**config.mk**
```make
export PLATFORM = sky130hd
export DESIGN_NAME = pipeline_hazard_ctrl
export DESIGN_NICKNAME = d
export VERILOG_FILES = /design/src/rtl/pipe_pkg.sv /design/src/rtl/load_use_detect.sv /design/src/rtl/pipeline_hazard_ctrl.sv
export SDC_FILE = /design/constraint.sdc
export NUM_CORES = 1
export LEC_CHECK = 0
export BUFFER_PORTS_ARGS = -buffer_cell sky130_fd_sc_hd__buf_2
export CORE_ASPECT_RATIO = 1.5
export CORE_MARGIN = 8
export CORE_UTILIZATION = 40
export DETAILED_ROUTE_END_ITERATION = 12
export GPL_TIMING_DRIVEN = 0
export PLACE_DENSITY = 0.77
export SETUP_SLACK_MARGIN = 0.02
export SLEW_MARGIN = 30
export SYNTH_ARGS = -nofsm -noshare
export SYNTH_HDL_FRONTEND = slang
export SYNTH_SLANG_ARGS = --single-unit
```
**constraint.sdc**
```tcl
create_clock -name clk -period 3.12 [get_ports clk]
set_input_delay 0.312 -clock clk [delete_from_list [all_inputs] [get_ports clk]]
set_output_delay 0.312 -clock clk [all_outputs]
set_load 0.05 [all_outputs]
```
**src/rtl/pipe_pkg.sv**
```systemverilog
// Shared RV32I pipeline definitions: opcodes, fixed instruction words and the
// hazard-controller state encoding.
package pipe_pkg;

    localparam logic [6:0] OP_LOAD   = 7'b0000011;
    localparam logic [6:0] OP_STORE  = 7'b0100011;
    localparam logic [6:0] OP_BRANCH = 7'b1100011;
    localparam logic [6:0] OP_JAL    = 7'b1101111;
    localparam logic [6:0] OP_JALR   = 7'b1100111;
    localparam logic [6:0] OP_SYSTEM = 7'b1110011;
    localparam logic [6:0] OP_OP     = 7'b0110011;
    localparam logic [6:0] OP_OPIMM  = 7'b0010011;
    localparam logic [6:0] OP_LUI    = 7'b0110111;
    localparam logic [6:0] OP_AUIPC  = 7'b0010111;

    localparam logic [31:0] NOP_IW    = 32'h0000_0013;
    localparam logic [31:0] EBREAK_IW = 32'h0010_0073;

    typedef enum logic [1:0] {
        RUN   = 2'd0,
        FLUSH = 2'd1,
        HALT  = 2'd2
    } ctrl_state_t;

    // I/R/S/B formats carry a real rs1 field; U/J formats reuse those bits as immediate.
    function automatic logic uses_rs1(input logic [6:0] opcode);
        case (opcode)
            OP_LOAD, OP_OPIMM, OP_JALR, OP_SYSTEM,
            OP_OP, OP_STORE, OP_BRANCH:           return 1'b1;
            OP_LUI, OP_AUIPC, OP_JAL:             return 1'b0;
            default:                              return 1'b0;
        endcase
    endfunction

    function automatic logic uses_rs2(input logic [6:0] opcode);
        case (opcode)
            OP_OP, OP_STORE, OP_BRANCH: return 1'b1;
            default:                    return 1'b0;
        endcase
    endfunction

endpackage

```
**src/rtl/load_use_detect.sv**
```systemverilog
// Flags a load in EX whose destination is read by the instruction in ID, which
// cannot be covered by EX forwarding and needs a one-cycle stall.
module load_use_detect
    import pipe_pkg::*;
(
    input  logic [31:0] id_iw,
    input  logic [31:0] ex_iw,
    input  logic [4:0]  ex_wb_reg,
    input  logic        ex_wb_enable,
    output logic        lu_hazard
);

    logic [6:0] id_op;
    logic [4:0] id_rs1;
    logic [4:0] id_rs2;
    logic       ex_is_load;
    logic       unused_ok;

    assign id_op      = id_iw[6:0];
    assign id_rs1     = id_iw[19:15];
    assign id_rs2     = id_iw[24:20];
    assign ex_is_load = (ex_iw[6:0] == OP_LOAD) && ex_wb_enable && (ex_wb_reg != 5'd0);
    assign unused_ok  = ^{id_iw[31:25], id_iw[14:7], ex_iw[31:7]};

    assign lu_hazard = ex_is_load &&
                       ((uses_rs1(id_op) && (id_rs1 == ex_wb_reg)) ||
                        (uses_rs2(id_op) && (id_rs2 == ex_wb_reg)));

endmodule

```
**src/rtl/pipeline_hazard_ctrl.sv**
```systemverilog
// Stall/flush/halt sequencing for the 5-stage pipeline around EX, with
// saturating stall and flush cycle counters.
module pipeline_hazard_ctrl
    import pipe_pkg::*;
#(
    parameter int FLUSH_CYCLES = 2,
    parameter int CNT_W        = 32
) (
    input  logic             clk,
    input  logic             reset,
    input  logic [31:0]      id_iw,
    input  logic [31:0]      ex_iw,
    input  logic [4:0]       ex_wb_reg,
    input  logic             ex_wb_enable,
    input  logic             branch_taken,
    input  logic             resume,
    output logic             stall_if,
    output logic             stall_id,
    output logic             bubble_ex,
    output logic             flush_id,
    output logic             halted,
    output logic [CNT_W-1:0] stall_cnt,
    output logic [CNT_W-1:0] flush_cnt
);

    localparam int             FC_W         = $clog2(FLUSH_CYCLES + 1);
    localparam logic [FC_W-1:0] FLUSH_RELOAD = FC_W'(FLUSH_CYCLES - 1);

    ctrl_state_t     state;
    logic [FC_W-1:0] flush_left;
    logic            lu_hazard;
    logic            ebreak_ex;
    logic            lu_win;

    load_use_detect u_lud (
        .id_iw        (id_iw),
        .ex_iw        (ex_iw),
        .ex_wb_reg    (ex_wb_reg),
        .ex_wb_enable (ex_wb_enable),
        .lu_hazard    (lu_hazard)
    );

    assign ebreak_ex = (ex_iw == EBREAK_IW);
    assign lu_win    = reset && (state == RUN) && !ebreak_ex && !branch_taken && lu_hazard;

    // Controls are zero-latency decodes of state and inputs, forced low while in reset.
    always_comb begin
        stall_if  = 1'b0;
        stall_id  = 1'b0;
        bubble_ex = 1'b0;
        flush_id  = 1'b0;
        halted    = 1'b0;
        if (reset) begin
            unique case (state)
                RUN: begin
                    if (ebreak_ex || (!branch_taken && lu_hazard)) begin
                        stall_if  = 1'b1;
                        stall_id  = 1'b1;
                        bubble_ex = 1'b1;
                    end else if (branch_taken) begin
                        flush_id  = 1'b1;
                        bubble_ex = 1'b1;
                    end
                end
                FLUSH: begin
                    flush_id  = 1'b1;
                    bubble_ex = 1'b1;
                end
                HALT: begin
                    stall_if  = 1'b1;
                    stall_id  = 1'b1;
                    bubble_ex = 1'b1;
                    halted    = 1'b1;
                end
                default: ;
            endcase
        end
    end

    always_ff @(posedge clk or negedge reset) begin
        if (!reset) begin
            state      <= RUN;
            flush_left <= '0;
        end else begin
            unique case (state)
                RUN: begin
                    if (ebreak_ex) begin
                        state <= HALT;
                    end else if (branch_taken && (FLUSH_CYCLES > 1)) begin
                        state      <= FLUSH;
                        flush_left <= FLUSH_RELOAD;
                    end
                end
                FLUSH: begin
                    if (ebreak_ex) begin
                        state <= HALT;
                    end else if (branch_taken) begin
                        flush_left <= FLUSH_RELOAD;
                    end else if (flush_left <= FC_W'(1)) begin
                        state <= RUN;
                    end else begin
                        flush_left <= flush_left - FC_W'(1);
                    end
                end
                HALT: begin
                    if (resume) begin
                        state <= RUN;
                    end
                end
                default: state <= RUN;
            endcase
        end
    end

    // Performance counters stick at all-ones rather than wrapping.
    always_ff @(posedge clk or negedge reset) begin
        if (!reset) begin
            stall_cnt <= '0;
            flush_cnt <= '0;
        end else begin
            if (lu_win && (stall_cnt != '1)) begin
                stall_cnt <= stall_cnt + CNT_W'(1);
            end
            if (flush_id && (flush_cnt != '1)) begin
                flush_cnt <= flush_cnt + CNT_W'(1);
            end
        end
    end

endmodule

```
==> metrics.md, run 1 <==
| Metric | Value |
|---|---|
| Status | `finished clean` |
| Clock slew at reported path FFs | `0.05 ns` |
| IO buf count | `127` |
| FF-to-FF Start | `stall_cnt[19]` |
| Hold Crit Depth | `4` |
| Clock Skew | `0.003508 ns` |
| Die Span Y | `134.8 um` |
| CP required | `2.81 ns` |
| RSZ-0062 raised after global routing | `false` |
| Crit-path max FO | `53` |
| Layout Cells excl Fill | `638` |
| Area Overhead vs Synth | `28.68%` |
| Rel. slew slack | `67.70%` |
| Antenna violations before repair | `0` |
| Dpl hpwl | `7874 um` |
| Routed wire length | `10050 um` |
| TritonCTS buffer count | `9` |
| Seq/Total Area, Yosys | `45.20%` |
| Final hold viol count | `0` |
| Sum Neg Setup Slack | `0 ns` |
| Post-synth top area cell | `dfrtp_1` |
| Worst setup SP type | `input port` |
| VDD IR max | `0.0003590 V` |
| CTS tree | `yes` |
| Share of layout cells above drive strength 1 | `30.42%` |
| IO Count | `143` |
| Antenna Violating Nets Remaining | `0` |
| Final core occ | `52.66%` |
| Area of the multi-input gates | `1931 um2` |
| Reg area | `1702 um2` |
| Final GP Congestion | `0.8109` |
| Chip width | `95.22 um` |
| Fin. max-slew vios | `0` |
| Core ar. | `9200 um2` |
| # setup viols final | `0` |
| Met3 usage | `5.222%` |
| Reg2reg end | `stall_cnt[1]` |
| CP most frequent cell | `inv_1` |
| Synthesis Warnings | `0` |
| Setup CP Type | `input port to output pin` |
| Worst path cell trace | `dlygate4sd3_1 -> buf_4 -> buf_16 -> inv_1 -> a21o_1 -> inv_1 -> buf_2` |
| Dpl cells | `621` |
| GR Overflow Total | `0` |
| First-pass GRT wire length | `17070 um` |
| HP Start | `branch_taken` |
| FILL cells | `836` |
| Vias in the first global route | `3647` |
| Cell area after synthesis | `3765 um2` |
| Synth top area cells | `dfrtp_1 (45%), xnor2_1 (13%), nand3_1 (5.2%)` |
| R2r worst-path depth | `6` |
| CP max-delay cell | `dlygate4sd3_1` |
| Crit share post-route | `86.06%` |
| Cell Rows | `43` |
| Tightest Pin Transition | `0.4845 ns` |
| Family with the most delay on the worst path | `buffers and inverters` |
| DIE AREA | `12840 um2` |
| CP bufs+invs | `6` |
| Clk buf depth | `2` |
| P_leak | `2.275 nW` |
| Synthesized flop and latch total | `68` |
| Worst hold slack | `0.3923 ns` |
| GR Util met2 | `27.12%` |
| Vias per cell | `5.301` |
| Reg2reg setup slack | `0.67 ns` |
| Arrival time worst endpoint | `2.37 ns` |
| Syn_area_per_cell | `9.882 um2` |
| CTS sink cnt | `68` |
| Drt first-iter violations | `134` |
| Number of remaining DRC errors | `0` |
| Initial Utilization | `40.92%` |
| Gr busiest metal | `met2` |
| Max_cap viols | `0` |
| DR vias | `3382` |
| Final nets | `602` |
| Cell count along the critical path | `7` |
| Maximum clock frequency | `372.4 MHz` |
| Hold Path Sink | `flush_left[1]` |
| CTS H-tree lvls | `3` |
| Critical Path Max Stage Delay | `0.52 ns` |
| Root Driver | `clkbuf_16` |
| Met1 Usage GRT | `18.91%` |
| Syn Inst Count | `381` |
| Clock latency on the worst-skew pair | `0.33 ns` |
| Antenna Cells | `0` |
| Critical Path Sink Type | `output pin` |
| Design Power | `2.537 mW` |
| Hold Path Class | `input port to register` |
| Tmin final | `2.685 ns` |
| WL per Instance | `15.76 um` |
| Largest net degree at the start of global routing | `54` |
| GRT Overall Usage | `16.54%` |
| PD cells | `523.7 nW/um2` |
| Yosys top cell area share | `45.20%` |
| Synthesized Nets | `462` |
| Cell variety after synth | `45` |
| Number of detailed-route iterations in the first pass | `4` |
final cells by class:
| type | instances | share of cell area (%) |
|---|---|---|
| repair buffers | 129 | 13.95 |
| multi-input cells | 285 | 39.85 |
| well taps | 112 | 2.893 |
| inverters | 15 | 1.162 |
| plain buffers | 13 | 1.575 |
| clock buffers | 14 | 5.243 |
| clock inverters | 2 | 0.2066 |
| flip-flops and latches | 68 | 35.12 |
metal layers:
layer / wire length, um / part of all wire (%)
met5: 0 / 0
met4: 225 / 2.2
met2: 5045 / 50
met3: 704 / 7.0
met1: 4076 / 41
sequential cells by signal (all words and copies together), names as in the netlist:
register,cells
flush_cnt,32
stall_cnt,32
flush_left,2
state,2
synth_stat cells, drive strengths merged:
cell type	n
nand2	33
nand2b	4
a21oi	2
nand3b	2
nor4	14
o21ai	6
xor2	17
a22oi	1
a31oi	1
o211ai	1
and3	9
o2111ai	1
nor2	15
and4	6
nor3	23
a21o	1
o221ai	1
inv	15
and2	4
nand4	24
nor4bb	4
mux2i	1
ha	7
or2	1
a211oi	2
a2111oi	1
or4	2
nand3	40
xnor2	55
dfrtp	68
buf	9
mux2	3
nor4b	4
clkbuf	4
placed cells by master, fill, tap and decap left out, types with 2 or more instances in the layout:
cell | synthesis | layout
a21oi_1 | 2 | 2
nand2b_1 | 4 | 4
and4_1 | 6 | 6
nor4b_1 | 3 | 3
clkbuf_16 | 0 | 9
o21ai_0 | 6 | 6
inv_1 | 15 | 15
nor2_1 | 14 | 14
buf_4 | 4 | 5
ha_1 | 7 | 7
clkinv_2 | 0 | 2
clkbuf_1 | 4 | 8
mux2_2 | 2 | 2
nor3_1 | 22 | 22
nand2_1 | 33 | 33
and2_1 | 3 | 3
nand4_1 | 24 | 24
xnor2_1 | 55 | 55
and3_1 | 9 | 9
nand3b_1 | 2 | 2
buf_2 | 4 | 130
xor2_1 | 17 | 17
nor4bb_1 | 4 | 4
nor4_1 | 13 | 13
dfrtp_1 | 68 | 68
nand3_1 | 39 | 39
worst max-delay path by stage:
stage | from | endpoint | slack [ns]
floorplan | id_iw[3] | bubble_ex | 0.08
global placement | reset | flush_cnt[22] | 0.12
detailed placement | id_iw[3] | stall_cnt[31] | 0.68
CTS | reset | flush_id | 0.39
global route | state[0] | flush_id | 0.26
finish | reset | flush_id | 0.44
per-stage QoR:
| step | setup WS [ns] | area [um2] |
|---|---|---|
| 2_1_floorplan | 0.08003 | 3765 |
| 3_3_place_gp | 0.1228 | 4541 |
| 3_5_place_dp | 0.6770 | 4571 |
| 4_1_cts | 0.3938 | 4845 |
| 5_1_grt | 0.2595 | 4845 |
| 6_report | 0.4350 | 4845 |
repair_timing:
item | in CTS | in global routing
hold endpoints to repair | 19 | 0
gates resized for setup | 0 | 0
buffers inserted | 0 | 0
hold buffers | 1 | 0
where the power goes:
part	total, mW	switching, mW	internal [mW]
registers	1.02	0.0714	0.948
logic	0.611	0.418	0.193
clock network	0.906	0.349	0.557
cell families after synthesis:
family | share of synthesized area, %
AO/OA/AOI/OAI | 3.390
XOR/XNOR | 16.75
multiplexers | 1.163
AND/OR/NAND/NOR | 27.65
buffers and inverters | 3.523
flip-flops | 45.20
adder cells (fa/ha/maj) | 2.326
worst reg2reg max path: stages, from the launching register on:
cell	delay (ns)
dfrtp_1	0.44
nand4_1	0.23
or4_4	0.62
nor2_1	0.19
nand2_1	0.29
nand2_1	0.23
mux2_1	0.34
Power figures use the tool's default switching activity.
==> inputs of run 2 (changes only) <==
- CORE_ASPECT_RATIO: 1.5 -> 1.2
- RECOVER_POWER: not set -> 25
- REMOVE_ABC_BUFFERS: not set -> 1
==> run 2 against run 1 <==
Effect of this change: via count shrank 1.1%; register-to-register slack lost 0.16 ns; clock skew grew 0.00086 ns; wire length shrank 2.1%; worst setup slack lost 0.049 ns; final cell count shrank 0.47%; clock-buffer cell count shrank 3; critical path depth is the same; sequential cell count is the same; non-clock buffer count shrank 12; design area shrank 1.2%.
==> metrics.md, run 2 (synthesis gave the netlist of run 1 again) <==
| Metric | Value |
|---|---|
| Status | `finished clean` |
| Root Driver | `clkbuf_16` |
| Sum Neg Setup Slack | `0 ns (unchanged)` |
| GRT Overall Usage | `15.64% (-0.89 points)` |
| CTS resizes | `0 (unchanged)` |
| Initial Utilization | `40.39% (-0.53 points)` |
| Setup CP Type | `input port to output pin` |
| Chip width | `104.6 um (+9.8%)` |
| Most frequent cells in the layout | `buf_2 (126), dfrtp_1 (68), xnor2_1 (55)` |
| Crit share post-route | `87.62% (+1.6 points)` |
| Core ar. | `9320 um2 (+1.3%)` |
| R2r worst-path depth | `6 (unchanged)` |
| Critical Path Sink Type | `output pin` |
| CTS tree | `yes` |
| FF-to-FF Start | `stall_cnt[6]` |
| Post-route setup slack | `0.3861 ns (-0.04891 ns)` |
| P_leak | `2.229 nW (-2.1%)` |
| TritonCTS buffer count | `9 (unchanged)` |
| Fin. max-slew vios | `0 (unchanged)` |
| Final hold viol count | `0 (unchanged)` |
| IO Count | `143 (unchanged)` |
| Tightest Pin Transition | `0.8482 ns (+0.3637 ns)` |
| Max_cap viols | `0 (unchanged)` |
| CTS sink cnt | `68 (unchanged)` |
| Crit-path max FO | `43 (-19%)` |
| Most common cell after layout, fill and taps aside | `buf_2` |
| CP required | `2.81 ns (about the same)` |
| Arrival time worst endpoint | `2.42 ns (+0.05 ns)` |
| Dpl hpwl | `7680 um (-2.5%)` |
| Clock latency on the worst-skew pair | `0.33 ns (about the same)` |
| PD cells | `528.3 nW/um2 (+0.88%)` |
| Clock slew at reported path FFs | `0.05 ns (about the same)` |
| Antenna Violating Nets Remaining | `0 (unchanged)` |
| Setup repair bufs after CTS | `0 (unchanged)` |
| DIE AREA | `12790 um2 (-0.40%)` |
| Hold Path Class | `input port to register` |
| Clk buf depth | `2 (unchanged)` |
| CP most frequent cell | `inv_1` |
| Final nets | `590 (-2.0%)` |
| Antenna Cells | `0 (unchanged)` |
| Area Overhead vs Synth | `27.15%` |
| Vias per cell | `5.266 (-0.66%)` |
| CP max-delay cell | `dlygate4sd3_1` |
| VDD IR max | `0.0003267 V (-9.0%)` |
| Die Span Y | `122.3 um (-9.3%)` |
| Reg2reg end | `stall_cnt[14]` |
| Tmin final | `2.734 ns (+0.04891 ns)` |
| Share of layout cells above drive strength 1 | `29.88% (-0.54 points)` |
| Worst path cell trace | `dlygate4sd3_1 -> buf_4 -> buf_12 -> inv_1 -> a21o_1 -> inv_1 -> buf_2` |
| Placed cell areas | `4519 um2 (-1.1%)` |
| Maximum clock frequency | `365.8 MHz (-1.8%)` |
| Rel. slew slack | `43.27% (-24 points)` |
| DR vias | `3344 (-1.1%)` |
| Largest regs | `flush_cnt (32), stall_cnt (32)` |
| Worst setup SP type | `input port` |
| # setup viols final | `0 (unchanged)` |
| Setup crit start | `reset` |
| Cell Rows | `39 (-9.3%)` |
| Vias in the first global route | `3609 (-1.0%)` |
| Final Cell Area | `4787 um2 (-1.2%)` |
| Reg2reg setup slack | `0.51 ns (-0.16 ns)` |
| Design Power | `2.529 mW (-0.32%)` |
| Antenna violations before repair | `0 (unchanged)` |
| RSZ-0062 raised after global routing | `false` |
| IO buf count | `127 (unchanged)` |
| Number of detailed-route iterations in the first pass | `4 (unchanged)` |
| Drt first-iter violations | `175 (+31%)` |
| WL per Instance | `15.50 um (-1.6%)` |
| Largest net degree at the start of global routing | `44 (-19%)` |
| First-pass GRT wire length | `16550 um (-3.1%)` |
| Number of remaining DRC errors | `0 (unchanged)` |
| Worst Setup EP | `flush_id` |
| Final GP Congestion | `0.7699 (-5.1%)` |
| Critical Path Max Stage Delay | `0.52 ns (about the same)` |
| CTS H-tree lvls | `3 (unchanged)` |
| GR Overflow Total | `0 (unchanged)` |
| Routed wire length | `9842 um (-2.1%)` |
| # hold bufs at CTS | `1 (unchanged)` |
| Worst slack at placement | `0.4516 ns (-0.2253 ns)` |
| Clock Skew | `0.004367 ns (+0.0008593 ns)` |
run 2: critical path: cells and delay by family:
family | cells | cell delay (ns)
buffers and inverters | 6 | 1.84
AO/OA/AOI/OAI | 1 | 0.27
run 2: how the worst min path moves through the flow:
stage | slack, ns | start | endpoint | cells past startpoint
final | 0.42 | branch_taken | flush_left[1] | 4
after global routing | 0.43 | branch_taken | flush_left[1] | 4
after CTS | 0.40 | branch_taken | flush_left[1] | 4
after detailed placement | 0.27 | reset | flush_cnt[6] | 1
after global placement | 0.48 | stall_cnt[11] | stall_cnt[11] | 1
after floorplan | 0.02 | reset | flush_cnt[0] | 0
run 2: power breakdown:
part	internal [mW]	switching, mW
combinational	0.190	0.424
sequential	0.948	0.0712
clock	0.546	0.349
total	1.68	0.845
run 2: routing by layer:
layer / up-vias / track usage, % / share of wire [%]
met4: 0 / 7.072 / 1.6
li1: 1606 / - / -
met3: 12 / 5.042 / 7.3
met5: - / 0 / 0
met2: 121 / 27.41 / 50
met1: 1605 / 17.04 / 41
run 2: metrics by stage:
step | instances | util, % | hold slack [ns]
6_report | 635 | 51.36 | 0.4202
2_1_floorplan | 368 | - | 0.01641
4_1_cts | 635 | 51.36 | 0.4018
3_5_place_dp | 620 | 48.49 | 0.2664
3_3_place_gp | 618 | 48.05 | 0.4788
5_1_grt | 635 | 51.36 | 0.4271
run 2: layout make-up:
class / instances / area [um2]
fillers: 865 / 4533
multi-input cells: 285 / 1938
flip-flops and latches: 68 / 1702
repair buffers: 130 / 679.4
clock buffers: 11 / 242.7
well taps: 123 / 153.9
inverters: 15 / 56.30
clock inverters: 3 / 15.01
==> inputs of run 3 (changes only) <==
- ABC_AREA: not set -> 1
- PLACE_DENSITY: 0.77 -> 0.73
==> run 3 against run 2 <==
Effect of this change: the run now ends with max-capacitance violations, max-slew violations left; area after synthesis rose by 47%; clock power rose by 15%; power rose by 5.1%; clock-buffer cell count rose by 2; synthesized cell count rose by 130%; hold slack got worse by 0.36 ns; sequential cell count did not move; maximum frequency fell by 2.5%; critical endpoint is now stall_cnt[20].
==> metrics.md, run 3 <==
| Metric | Value |
|---|---|
| CTS sink cnt | `68 (unchanged)` |
| Post-synth top area cell | `dfrtp_1` |
| Final nets | `1087 (+84%)` |
| Fin. max-slew vios | `34 (+34)` |
| Chip width | `123.2 um (+18%)` |
| GR Overflow Total | `0 (unchanged)` |
| Ys flop type | `dfrtp_1` |
| CTS tree | `yes` |
| CP most frequent cell | `nand2_1` |
| Routed wire length | `15930 um (+62%)` |
| Max_cap viols | `1 (+1)` |
| GRT Overall Usage | `18.52% (+2.9 points)` |
| Initial Utilization | `40.45% (+0.058 points)` |
| Cell area after synthesis | `5519 um2 (+47%)` |
| Root Driver | `clkbuf_16` |
| Most common cell after layout, fill and taps aside | `nand2_1` |
| CP required | `3.40 ns (+0.59 ns)` |
| Synthesized flop and latch total | `68 (unchanged)` |
| Sum Neg Setup Slack | `0 ns (unchanged)` |
| CP max-delay cell | `nand4_4` |
| WL per Instance | `13.49 um (-13%)` |
| Yosys top cell area share | `30.83% (-14 points)` |
| Setup repair bufs after CTS | `0 (unchanged)` |
| Critical Path Max Stage Delay | `0.61 ns (+0.09 ns)` |
| Number of detailed-route iterations in the first pass | `5 (+1)` |
| Synthesis Warnings | `0 (unchanged)` |
| Largest regs | `flush_cnt (32), stall_cnt (32)` |
| Dpl hpwl | `12110 um (+58%)` |
| Vias per cell | `4.991 (-5.2%)` |
| Tightest Pin Transition | `1.739 ns (+0.8907 ns)` |
| Cell Rows | `47 (+21%)` |
| Worst setup SP type | `register` |
| TritonCTS buffer count | `9 (unchanged)` |
| Largest net degree at the start of global routing | `54 (+23%)` |
| P_leak | `3.575 nW (+60%)` |
| First-pass GRT wire length | `26500 um (+60%)` |
| Antenna violations before repair | `0 (unchanged)` |
| Arrival time worst endpoint | `3.09 ns (+0.67 ns)` |
| # setup viols final | `0 (unchanged)` |
| Crit share post-route | `89.89% (+2.3 points)` |
| IO Count | `143 (unchanged)` |
| Asr flop ratio synth | `100.0% (unchanged)` |
| Critical Path Sink Type | `register` |
| PD cells | `403.6 nW/um2 (-24%)` |
| FILL cells | `1445 (+67%)` |
| Core ar. | `13640 um2 (+46%)` |
| Tmin final | `2.805 ns (+0.07082 ns)` |
| Setup CP Type | `register to register` |
| DR vias | `5894 (+76%)` |
| Die Span Y | `144.7 um (+18%)` |
| Final core occ | `48.29% (-3.1 points)` |
| VDD IR max | `0.0003205 V (-1.9%)` |
| Most frequent cells after synthesis | `nand2_1 (385), nor2_1 (108), inv_1 (91)` |
| Antenna Violating Nets Remaining | `0 (unchanged)` |
| Family with the most delay on the worst path | `simple AND/OR/NAND/NOR gates` |
| Design Power | `2.659 mW (+5.1%)` |
| Placed cell areas | `6282 um2 (+39%)` |
| Failing checks | `max-capacitance violations, max-slew violations` |
| Area Overhead vs Synth | `19.36%` |
| Final hold viol count | `0 (unchanged)` |
| Most numerous cell in the Yosys netlist | `nand2_1` |
| Reg area | `1702 um2 (unchanged)` |
| Syn_area_per_cell | `6.194 um2 (-37%)` |
| Vias in the first global route | `5745 (+59%)` |
| CP bufs+invs | `1 (-5)` |
| Hold Path Class | `input port to async pin` |
| Syn Inst Count | `891 (+130%)` |
| CTS H-tree lvls | `3 (unchanged)` |
| Status | `finished, violations left` |
| Seq/Total Area, Yosys | `30.83% (-14 points)` |
| Number of remaining DRC errors | `0 (unchanged)` |
| Final Cell Area | `6588 um2 (+38%)` |
| Clock Skew | `0.006498 ns (+0.002131 ns)` |
| Most frequent cells in the layout | `nand2_1 (385), buf_2 (126), nor2_1 (108)` |
| Cell variety after synth | `33 (-27%)` |
| Synth top area cells | `dfrtp_1 (31%), nand2_1 (26%), nand4_1 (7.8%)` |
| Worst path cell trace | `ha_1 -> nand3_2 -> inv_2 -> nand2_1 -> nor2_2 -> nand3b_2 -> nand4_4 -> nand2_1 -> nand2_1` |
| Clk buf depth | `2 (unchanged)` |
| DIE AREA | `17830 um2 (+39%)` |
| Clock latency on the worst-skew pair | `0.35 ns (+0.02 ns)` |
| Clock slew at reported path FFs | `0.06 ns (about the same)` |
| Final GP Congestion | `0.9474 (+23%)` |
| Area of the multi-input gates | `3349 um2 (+73%)` |
| Maximum clock frequency | `356.5 MHz (-2.5%)` |
| Share of layout cells above drive strength 1 | `15.94% (-14 points)` |
| Worst slack at placement | `-0.1197 ns (-0.5714 ns)` |
| Drt first-iter violations | `382 (+120%)` |
| IO buf count | `127 (unchanged)` |
| Antenna Cells | `0 (unchanged)` |
| RSZ-0062 raised after global routing | `false` |
| Crit-path max FO | `32 (-26%)` |
| Post-route setup slack | `0.3153 ns (-0.07082 ns)` |
| Rel. slew slack | `-15.93% (-59 points)` |
| Number of flops mapped to enable cells by yosys | `0 (unchanged)` |
==> run 3: changes by cell type after synthesis, moves of 14 or more <==
| cell | previous run | this run |
|---|---|---|
| xnor2_1 | 55 | 8 |
| inv_1 | 15 | 91 |
| nand4_1 | 24 | 69 |
| nor2_1 | 14 | 108 |
| nand3_1 | 39 | 23 |
| nand3b_1 | 2 | 16 |
| nand2_1 | 33 | 385 |
==> run 3: worst paths after layout <==
| check | slack [ns] | start | endpoint | cells after the start |
|---|---|---|---|---|
| max | 0.32 | stall_cnt[0] | stall_cnt[20] | 9 |
| min | 0.06 | reset | stall_cnt[23] | 2 |
| max reg2reg | 0.32 | stall_cnt[0] | stall_cnt[20] | 9 |
| min reg2reg | 0.51 | flush_left[1] | flush_left[1] | 2 |
| max in group asynchronous | 1.44 | reset | flush_cnt[28] | 2 |
| min in group clk | 0.29 | resume | state[1] | 3 |
==> run 3: layer usage <==
layer	wire [um]	vias to the layer above	GRT usage, %	share of wire [%]
met2	8180	151	34.35	51
met1	6546	2668	20.09	41
li1	-	3052	-	-
met3	869	23	4.193	5.5
met4	335	0	6.286	2.1
met5	0	-	0	0
==> run 3: area by class of cell <==
| class | count | share of cell area, % |
|---|---|---|
| flip-flops and latches | 68 | 25.83 |
| repair buffers | 130 | 10.45 |
| well taps | 171 | 3.248 |
| clock buffers | 13 | 3.799 |
| clock inverters | 2 | 0.5318 |
| inverters | 93 | 5.299 |
| multi-input cells | 704 | 50.85 |
==> run 3: worst reg2reg max path, cell delays in order (launching register included) <==
cell and delay [ns]:
dfrtp_1 0.47, ha_1 0.33, nand3_2 0.16, inv_2 0.10
nand2_1 0.09, nor2_2 0.17, nand3b_2 0.57, nand4_4 0.62
nand2_1 0.14, nand2_1 0.09
==> run 3: power by group <==
| group | switching (mW) | internal [mW] | total (mW) |
|---|---|---|---|
| clock network | 0.392 | 0.636 | 1.03 |
| registers | 0.0567 | 0.926 | 0.983 |
| logic | 0.470 | 0.178 | 0.648 |
==> run 3: timing repair <==
item,in CTS,in global routing
hold endpoints to repair,33,0
hold buffers,1,0
endpoints found under the setup margin,0,35
gates resized for setup,0,2
==> run 3: cell families (layout without fill, tap and decap cells) <==
logic type	Yosys count	count (layout)	synth area share, %
simple gates	647	647	51.26
buf+inv	119	238	9.204
flops	68	68	30.83
xor+xnor	35	35	5.554
compound gates	15	15	1.564
fa+ha+maj	7	7	1.587
==> run 3: through the flow <==
step           hold WS (ns)  cells
3_5_place_dp         0.2668   1165
5_1_grt             0.06857   1181
6_report            0.05878   1181
2_1_floorplan       0.01641    865
4_1_cts             0.04555   1181
3_3_place_gp         0.4707   1163
